==> src/rtl/usb_packet_parser_if.sv <==
// Handshake and status bundle between the USB word stream and the packet parser.
interface usb_packet_parser_if #(
  parameter int LEN_WIDTH = 10
);
  logic [15:0]          in_data;
  logic                 in_valid;
  logic                 in_ready;
  logic [15:0]          out_data;
  logic                 out_valid;
  logic                 out_ready;
  logic [3:0]           out_dest;
  logic                 out_last;
  logic                 cmd_valid;
  logic [3:0]           cmd_dest;
  logic [3:0]           cmd_code;
  logic [LEN_WIDTH-1:0] cmd_len;
  logic                 pkt_ok;
  logic [7:0]           err_count;
  logic                 hunting;

  // Stream source / result consumer side
  modport master (
    output in_data, in_valid, out_ready,
    input  in_ready, out_data, out_valid, out_dest, out_last,
    input  cmd_valid, cmd_dest, cmd_code, cmd_len, pkt_ok, err_count, hunting
  );

  // Parser side
  modport slave (
    input  in_data, in_valid, out_ready,
    output in_ready, out_data, out_valid, out_dest, out_last,
    output cmd_valid, cmd_dest, cmd_code, cmd_len, pkt_ok, err_count, hunting
  );
endinterface

==> src/rtl/usb_packet_parser.sv <==
// Frames the host word stream into header/length/payload/checksum packets,
// forwards payload words per slot and reports a per-packet verdict.
module usb_packet_parser #(
  parameter logic [7:0] SYNC_BYTE = 8'hA5,
  parameter int         LEN_WIDTH = 10,
  parameter int         MAX_LEN   = 512
) (
  input logic ifclk,
  input logic reset,
  usb_packet_parser_if.slave bus
);

  typedef enum logic [1:0] {S_IDLE, S_LEN, S_PAYLOAD, S_CKSUM} state_t;

  localparam logic [15:0]          MAX_LEN_W = 16'(MAX_LEN);
  localparam logic [LEN_WIDTH-1:0] ONE       = LEN_WIDTH'(1);

  state_t               state;
  logic [15:0]          sum;
  logic [LEN_WIDTH-1:0] remaining;
  logic [LEN_WIDTH-1:0] len;
  logic [3:0]           dest;
  logic [3:0]           code;
  logic                 accept;
  logic [15:0]          w;

  assign w       = bus.in_data;
  assign accept  = bus.in_valid && bus.in_ready;
  assign bus.hunting = (state == S_IDLE);

  // Only the payload stage can stall: it needs the output register free (or draining).
  always_comb begin
    bus.in_ready = 1'b0;
    if (!reset) begin
      if (state == S_PAYLOAD) bus.in_ready = !bus.out_valid || bus.out_ready;
      else                    bus.in_ready = 1'b1;
    end
  end

  // Packet framing FSM with registered payload and verdict outputs.
  always_ff @(posedge ifclk) begin
    if (reset) begin
      state         <= S_IDLE;
      sum           <= '0;
      remaining     <= '0;
      len           <= '0;
      dest          <= '0;
      code          <= '0;
      bus.out_data  <= '0;
      bus.out_valid <= 1'b0;
      bus.out_dest  <= '0;
      bus.out_last  <= 1'b0;
      bus.cmd_valid <= 1'b0;
      bus.cmd_dest  <= '0;
      bus.cmd_code  <= '0;
      bus.cmd_len   <= '0;
      bus.pkt_ok    <= 1'b0;
      bus.err_count <= '0;
    end else begin
      bus.cmd_valid <= 1'b0;
      // Held word leaves on handshake; a same-cycle payload accept re-fills below.
      if (bus.out_valid && bus.out_ready) bus.out_valid <= 1'b0;

      if (accept) begin
        case (state)
          S_IDLE: begin
            if (w[15:8] == SYNC_BYTE) begin
              dest  <= w[7:4];
              code  <= w[3:0];
              sum   <= w;
              state <= S_LEN;
            end
          end
          S_LEN: begin
            sum <= sum + w;
            len <= w[LEN_WIDTH-1:0];
            // Full-width compare so stray high bits also count as a length error.
            if (w > MAX_LEN_W) begin
              bus.cmd_valid <= 1'b1;
              bus.cmd_dest  <= dest;
              bus.cmd_code  <= code;
              bus.cmd_len   <= w[LEN_WIDTH-1:0];
              bus.pkt_ok    <= 1'b0;
              if (bus.err_count != 8'hFF) bus.err_count <= bus.err_count + 8'd1;
              state <= S_IDLE;
            end else if (w[LEN_WIDTH-1:0] == '0) begin
              state <= S_CKSUM;
            end else begin
              remaining <= w[LEN_WIDTH-1:0];
              state     <= S_PAYLOAD;
            end
          end
          S_PAYLOAD: begin
            sum           <= sum + w;
            bus.out_data  <= w;
            bus.out_valid <= 1'b1;
            bus.out_dest  <= dest;
            bus.out_last  <= (remaining == ONE);
            remaining     <= remaining - ONE;
            if (remaining == ONE) state <= S_CKSUM;
          end
          S_CKSUM: begin
            bus.cmd_valid <= 1'b1;
            bus.cmd_dest  <= dest;
            bus.cmd_code  <= code;
            bus.cmd_len   <= len;
            bus.pkt_ok    <= (w == sum);
            if (w != sum && bus.err_count != 8'hFF) bus.err_count <= bus.err_count + 8'd1;
            state <= S_IDLE;
          end
          default: state <= S_IDLE;
        endcase
      end
    end
  end

endmodule

==> src/flat_wrapper.sv <==
// flat-port wrapper written by rule: the top's interface ports become plain ports
module usb_packet_parser_flat 
#(
  parameter logic [7:0] SYNC_BYTE = 8'hA5,
  parameter int         LEN_WIDTH = 10,
  parameter int         MAX_LEN   = 512
)
  (ifclk, reset, bus_in_data, bus_in_valid, bus_out_ready, bus_in_ready, bus_out_data, bus_out_valid, bus_out_dest, bus_out_last, bus_cmd_valid, bus_cmd_dest, bus_cmd_code, bus_cmd_len, bus_pkt_ok, bus_err_count, bus_hunting);
  usb_packet_parser_if #(.LEN_WIDTH(LEN_WIDTH)) bus_i ();
  input logic ifclk;
  input logic reset;
  input wire logic [$bits(bus_i.in_data)-1:0] bus_in_data;
  input wire logic [$bits(bus_i.in_valid)-1:0] bus_in_valid;
  input wire logic [$bits(bus_i.out_ready)-1:0] bus_out_ready;
  output wire logic [$bits(bus_i.in_ready)-1:0] bus_in_ready;
  output wire logic [$bits(bus_i.out_data)-1:0] bus_out_data;
  output wire logic [$bits(bus_i.out_valid)-1:0] bus_out_valid;
  output wire logic [$bits(bus_i.out_dest)-1:0] bus_out_dest;
  output wire logic [$bits(bus_i.out_last)-1:0] bus_out_last;
  output wire logic [$bits(bus_i.cmd_valid)-1:0] bus_cmd_valid;
  output wire logic [$bits(bus_i.cmd_dest)-1:0] bus_cmd_dest;
  output wire logic [$bits(bus_i.cmd_code)-1:0] bus_cmd_code;
  output wire logic [$bits(bus_i.cmd_len)-1:0] bus_cmd_len;
  output wire logic [$bits(bus_i.pkt_ok)-1:0] bus_pkt_ok;
  output wire logic [$bits(bus_i.err_count)-1:0] bus_err_count;
  output wire logic [$bits(bus_i.hunting)-1:0] bus_hunting;
  assign bus_i.in_data = bus_in_data;
  assign bus_i.in_valid = bus_in_valid;
  assign bus_i.out_ready = bus_out_ready;
  assign bus_in_ready = bus_i.in_ready;
  assign bus_out_data = bus_i.out_data;
  assign bus_out_valid = bus_i.out_valid;
  assign bus_out_dest = bus_i.out_dest;
  assign bus_out_last = bus_i.out_last;
  assign bus_cmd_valid = bus_i.cmd_valid;
  assign bus_cmd_dest = bus_i.cmd_dest;
  assign bus_cmd_code = bus_i.cmd_code;
  assign bus_cmd_len = bus_i.cmd_len;
  assign bus_pkt_ok = bus_i.pkt_ok;
  assign bus_err_count = bus_i.err_count;
  assign bus_hunting = bus_i.hunting;
  usb_packet_parser #(.SYNC_BYTE(SYNC_BYTE), .LEN_WIDTH(LEN_WIDTH), .MAX_LEN(MAX_LEN)) u_core (.ifclk(ifclk), .reset(reset), .bus(bus_i));
endmodule
==> config.mk <==
export PLATFORM = sky130hd
export DESIGN_NAME = usb_packet_parser_flat
export DESIGN_NICKNAME = d
export VERILOG_FILES = /design/src/rtl/usb_packet_parser_if.sv /design/src/rtl/usb_packet_parser.sv /design/src/flat_wrapper.sv
export SDC_FILE = /design/constraint.sdc
export NUM_CORES = 1
export LEC_CHECK = 0
export ABC_AREA = 0
export CAP_MARGIN = 20
export CORE_MARGIN = 3
export CORE_UTILIZATION = 56
export CTS_BUF_LIST = sky130_fd_sc_hd__clkbuf_16
export DETAILED_ROUTE_END_ITERATION = 16
export GPL_TIMING_DRIVEN = 0
export MAX_ROUTING_LAYER = met4
export PLACE_DENSITY_LB_ADDON = 0.1
export REMOVE_ABC_BUFFERS = 1
export SETUP_SLACK_MARGIN = 0.2
export SLEW_MARGIN = 20
export SYNTH_ARGS = -nofsm -noshare
export SYNTH_HDL_FRONTEND = slang
export SYNTH_SLANG_ARGS = --single-unit
==> constraint.sdc <==
create_clock -name ifclk -period 6 [get_ports ifclk]
set_input_delay 1.2 -clock ifclk [delete_from_list [all_inputs] [get_ports ifclk]]
set_output_delay 1.2 -clock ifclk [all_outputs]
set_load 0.01 [all_outputs]
### Word level (Yosys, flattened, before mapping)

Cells that the tools add are included.

| operators by class | value |
|---|---|
| mux-type cells | 29 |
| equality and inequality tests | 15 |
| bitwise logic cells | 1 |
| $add $sub $neg | 3 |
| order comparisons | 1 |
| reductions and logical operators | 20 |

Operators with widths:

| kind | count |
|---|---|
| $pmux W10 S2 | 2 |
| $pmux W16 S2 | 1 |
| $mux W10 | 3 |
| $mux W8 | 3 |
| $add A16 B16 Y16 | 1 |
| $eq A16 B16 Y1 | 1 |
| $gt A16 B10 Y1 const B | 1 |
| $mux W16 | 1 |
| $ne A16 B16 Y1 | 1 |
| $pmux W4 S2 | 2 |
| $pmux W8 S2 | 1 |
| $reduce_and A3 Y1 | 4 |
| $eq A10 B1 Y1 const B | 1 |
| $logic_not A10 Y1 | 1 |
| $sub A10 B1 Y10 const B | 1 |
| $add A8 B1 Y8 const B | 1 |
| $eq A8 B8 Y1 const B | 1 |
| $mux W1 | 8 |
| $mux W4 | 2 |
| $ne A2 B1 Y1 const B | 4 |
| $ne A8 B8 Y1 const B | 1 |
| $pmux W2 S4 | 1 |
| $mux W2 | 3 |
| $ne A2 B2 Y1 const B | 3 |
| other kinds (13) | 21 |

| storage, ports and cells | value |
|---|---|
| bits of input ports | 20 |
| logic and storage cells | 85 |
| output and inout port bits | 52 |
| flip-flop bits (word level) | 96 |

### Depth between registers and ports, before layout

| logic depth | value |
|---|---|
| depth after elaboration | 7 |
| depth in mapped cells | 10 |

### Least setup slack after synthesis

OpenSTA, ideal clock, no wires.

| timing path | value |
|---|---|
| kind | input-to-output |
| start | input reset |
| end | output bus_in_ready |
| required time | 4.800 ns |
| stages | 4 |
| data arrival time | 2.059 ns |
| path buffers | 3 |
| setup slack | 2.741 ns |
| cell sequence | clkbuf_1 > clkbuf_1 > clkbuf_1 > nor2_1 |

| on the way | value |
|---|---|
| word-level cells in the longest chain between the ends | 1 |

Ends and longest elaborated chain:

| element | RTL line | text |
|---|---|---|
| from (decl) | flat_wrapper.sv:11 | `input logic reset;` |
| $mux W1 | usb_packet_parser.sv:34 | `if (!reset) begin` |
| to (decl) | flat_wrapper.sv:15 | `output wire logic [$bits(bus_i.in_ready)-1:0] bus_in_ready;` |

No other way between the ends.

### Final worst setup path

| timing path | value |
|---|---|
| start | register u_core.state[0] |
| end | output bus_in_ready |

| on the way | value |
|---|---|
| word-level cells in the longest chain between the ends | 3 |

Ends and longest elaborated chain:

| element | RTL line | text |
|---|---|---|
| from (decl) | usb_packet_parser.sv:18 | `state_t state;` |
| from (signal assigned) | usb_packet_parser.sv:43 | `state <= S_IDLE;` |
| from (signal assigned) | usb_packet_parser.sv:71 | `state <= S_LEN;` |
| from (signal assigned) | usb_packet_parser.sv:85 | `state <= S_IDLE;` |
| $eq A2 B2 Y1 | usb_packet_parser.sv:35 | `if (state == S_PAYLOAD) bus.in_ready = !bus.out_valid \|\| bus.out_ready;` |
| $mux W1 | usb_packet_parser.sv:35 |  |
| $mux W1 | usb_packet_parser.sv:34 |  |

No other way between the ends.

==> flow_summary_export.csv <==
group,metric,value,unit
status,status,"finished, final reports clean",
min_path,min_path_type,"register to register",
finish,n_antenna_cell,0,
yosys,syn_area,4910,um^2
clock_network,htreeDepth,3,
drt,routed_wirelength,12400,um
finish,drive_gt1_share,4.87,%
finish,nNetsFinal,695,
pwr,powerDensity,214,nW/um^2
drt,dr_total_vias,4561,
pwr,power,1.27,mW
finish,mostFrequentLayoutCells,"101 x nand2_1, 96 x dfxtp_1, 74 x a21oi_1",
floorplanning,core.rowCount,33,
yosys,ys_types,62,
floorplanning,ios,72,
timing,period_share,62.1,%
drt,dr.pass1.iters,6,
setup_path,critPathMaxFanout,29,
yosys,synth_ff_type,"dfxtp_1",
drt,final_antenna_net_count,0,
floorplanning,chipWidth,99.7,um
pwr,power.leakage,2.05,nW
setup_path,rr_worst_depth,8,
finish,synthToLayoutAreaGrowth,21.0,%
timing,slew_headroom,32.2,%
yosys,yosysTopAreaCellShare,39.1,%
setup_path,start_kind,"register",
clock_network,clkSinkCount,96,
finish,final_common_cell,"nand2_1",
drt,vias_per_cell,5.99,
global_route,grt_pass1_wl,20400,um
floorplanning,core-area,8380,um^2
clock_network,clk_latency,350,ps
yosys,synth.avg_cell_area,8.14,um^2
yosys,async_flop_share,0,%
global_route,first_global_vias,4126,
pwr,peakVddDrop,0.000184,V
setup_path,endpoint_kind,"output pin",
timing,rsz0062_at_grt,"no",
clock_network,cts_setup_buffers,0,
floorplanning,initial_utilization,58.6,%
setup_path,crit_arrival,2530,ps
yosys,syn_inst,604,
min_path,whs_path_depth,2,
clock_network,root_buffer,"clkbuf_16",
clock_network,cts_hold_buf,0,
finish,fin_area,5950,um^2
timing,hold_violations,0,
yosys,synth_area_leaders,"dfxtp_1 39%, nand2_1 7.7%, a21oi_1 7.6%",
yosys,yosys.area.top_type,"dfxtp_1",
timing,tightest_slew,1020,ps
drt,drc_errors,0,
floorplanning,fp.dieH,99.7,um
floorplanning,dieArea,9940,um^2
timing,finalClockSkew,7.29,ps
global_route,grt_max_degree,61,
timing,slew_violations,0,
clock_network,cts_buffer_depth,2,
setup_path,crit_required,4800,ps
yosys,ys_seq_elements,96,
placement,placed_cell_area,5660,um^2
timing,setup_ws,2270,ps
clock_network,cts_resized,0,
timing,tns,0,ps
setup_path,critPathKind,"register to output pin",
placement,place.port_buffers,71,
clock_network,cts_buffers,9,
global_route,grt_use_total,26.1,%
global_route,antenna_found_initial,0,
yosys,synth_edf_count,0,
timing,finalCriticalPeriod,3730,ps
yosys,yosysWarnings,0,
placement,routabilityCongestion,0.910,
clock_network,clkSlewWorstSetupHoldPaths,70,ps
timing,finalSetupViolations,0,
timing,fmax,268,MHz
drt,avgRoutedWirePerCell,16.2,um
yosys,yosysSeqAreaShare,39.1,%
drt,initialDrtViolationCount,221,
run,maxCapViolCount,0,
global_route,grt-ovfl-total,0,
placement,dp_slack,1600,ps
placement,place_hpwl,8540,um
clock_network,cts_tree,"yes",
[sequential cells by signal, summed over array words and instances (netlist names), 8 cells and up, named ones only]
name	cells
u_core.sum	16
u_core.bus.out_data	16
u_core.len	10
u_core.remaining	10
u_core.bus.err_count	8
u_core.bus.cmd_len	10
[area by class of cell]
class                      instances  area [um^2]
clock buffer                       9          225
tap                              105          131
timing repair buffer              74          758
sequential                        96         1920
clock inverter                     7         62.6
multi-input combinational        450         2770
fill                             696         2430
inverter                          21         78.8
[logic make-up after synthesis]
family                   share of synthesized area [%]
AO/OA/AOI/OAI                                     19.8
XOR/XNOR                                          2.49
adder cells (fa/ha/maj)                           6.01
buffers and inverters                             4.76
flip-flops                                        39.1
multiplexers                                      6.52
AND/OR/NAND/NOR                                   21.3
[critical path, stage by stage, from the launching register on]
cell	delay, ps
dfxtp_1	340
inv_1	100
ha_1	840
and3b_1	330
nor2_1	60
clkdlybuf4s50_1	510
[synth_stat cells, drive strengths merged (3+ instances only)]
| cell | instances |
|---|---|
| a31oi | 6 |
| nand4 | 7 |
| a221oi | 3 |
| xnor2 | 9 |
| mux2i | 32 |
| clkbuf | 30 |
| a211oi | 17 |
| dfxtp | 96 |
| inv | 21 |
| nor4 | 6 |
| o31ai | 4 |
| nor2 | 55 |
| or4 | 3 |
| ha | 22 |
| and3b | 3 |
| o21ai | 13 |
| a21oi | 76 |
| o21bai | 3 |
| nor2b | 5 |
| nand3 | 12 |
| or2 | 3 |
| nor3 | 11 |
| buf | 7 |
| a211o | 4 |
| nand2b | 6 |
| nand2 | 101 |
| a21o | 5 |
| o32ai | 7 |
| xor2 | 5 |
[per-stage QoR]
| stage | utilization [%] | hold slack, ps | instances |
|---|---|---|---|
| 6_report | 71.0 | 453 | 762 |
| 5_1_grt | 71.0 | 476 | 762 |
| 4_1_cts | 70.9 | 456 | 762 |
| 3_5_place_dp | 67.5 | 446 | 746 |
| 3_3_place_gp | 66.8 | 439 | 743 |
| 2_1_floorplan | - | 425 | 567 |
[final timing paths]
path	start	end	slack [ps]
max	u_core.state[0]	bus_in_ready	2270
min	u_core.bus.cmd_dest[0]	u_core.bus.cmd_dest[0]	450
max reg2reg	u_core.state[0]	u_core.bus.err_count[4]	2470
min reg2reg	u_core.bus.cmd_dest[0]	u_core.bus.cmd_dest[0]	450
[power by group]
group          switching (mW)  total [mW]  internal [mW]
Clock                   0.269       0.558          0.289
Combinational          0.0478      0.0772         0.0294
Sequential           0.000173       0.637          0.637
[layer usage]
metal | vias up | part of all wire, % | track usage [%]
met5 | - | 0 | -
met4 | 0 | 2.2 | 9.77
met3 | 22 | 5.8 | 3.58
met2 | 140 | 46 | 40.2
met1 | 2159 | 46 | 35.0
li1 | 2240 | - | -
Note: power is estimated with default switching activity, not from simulation.
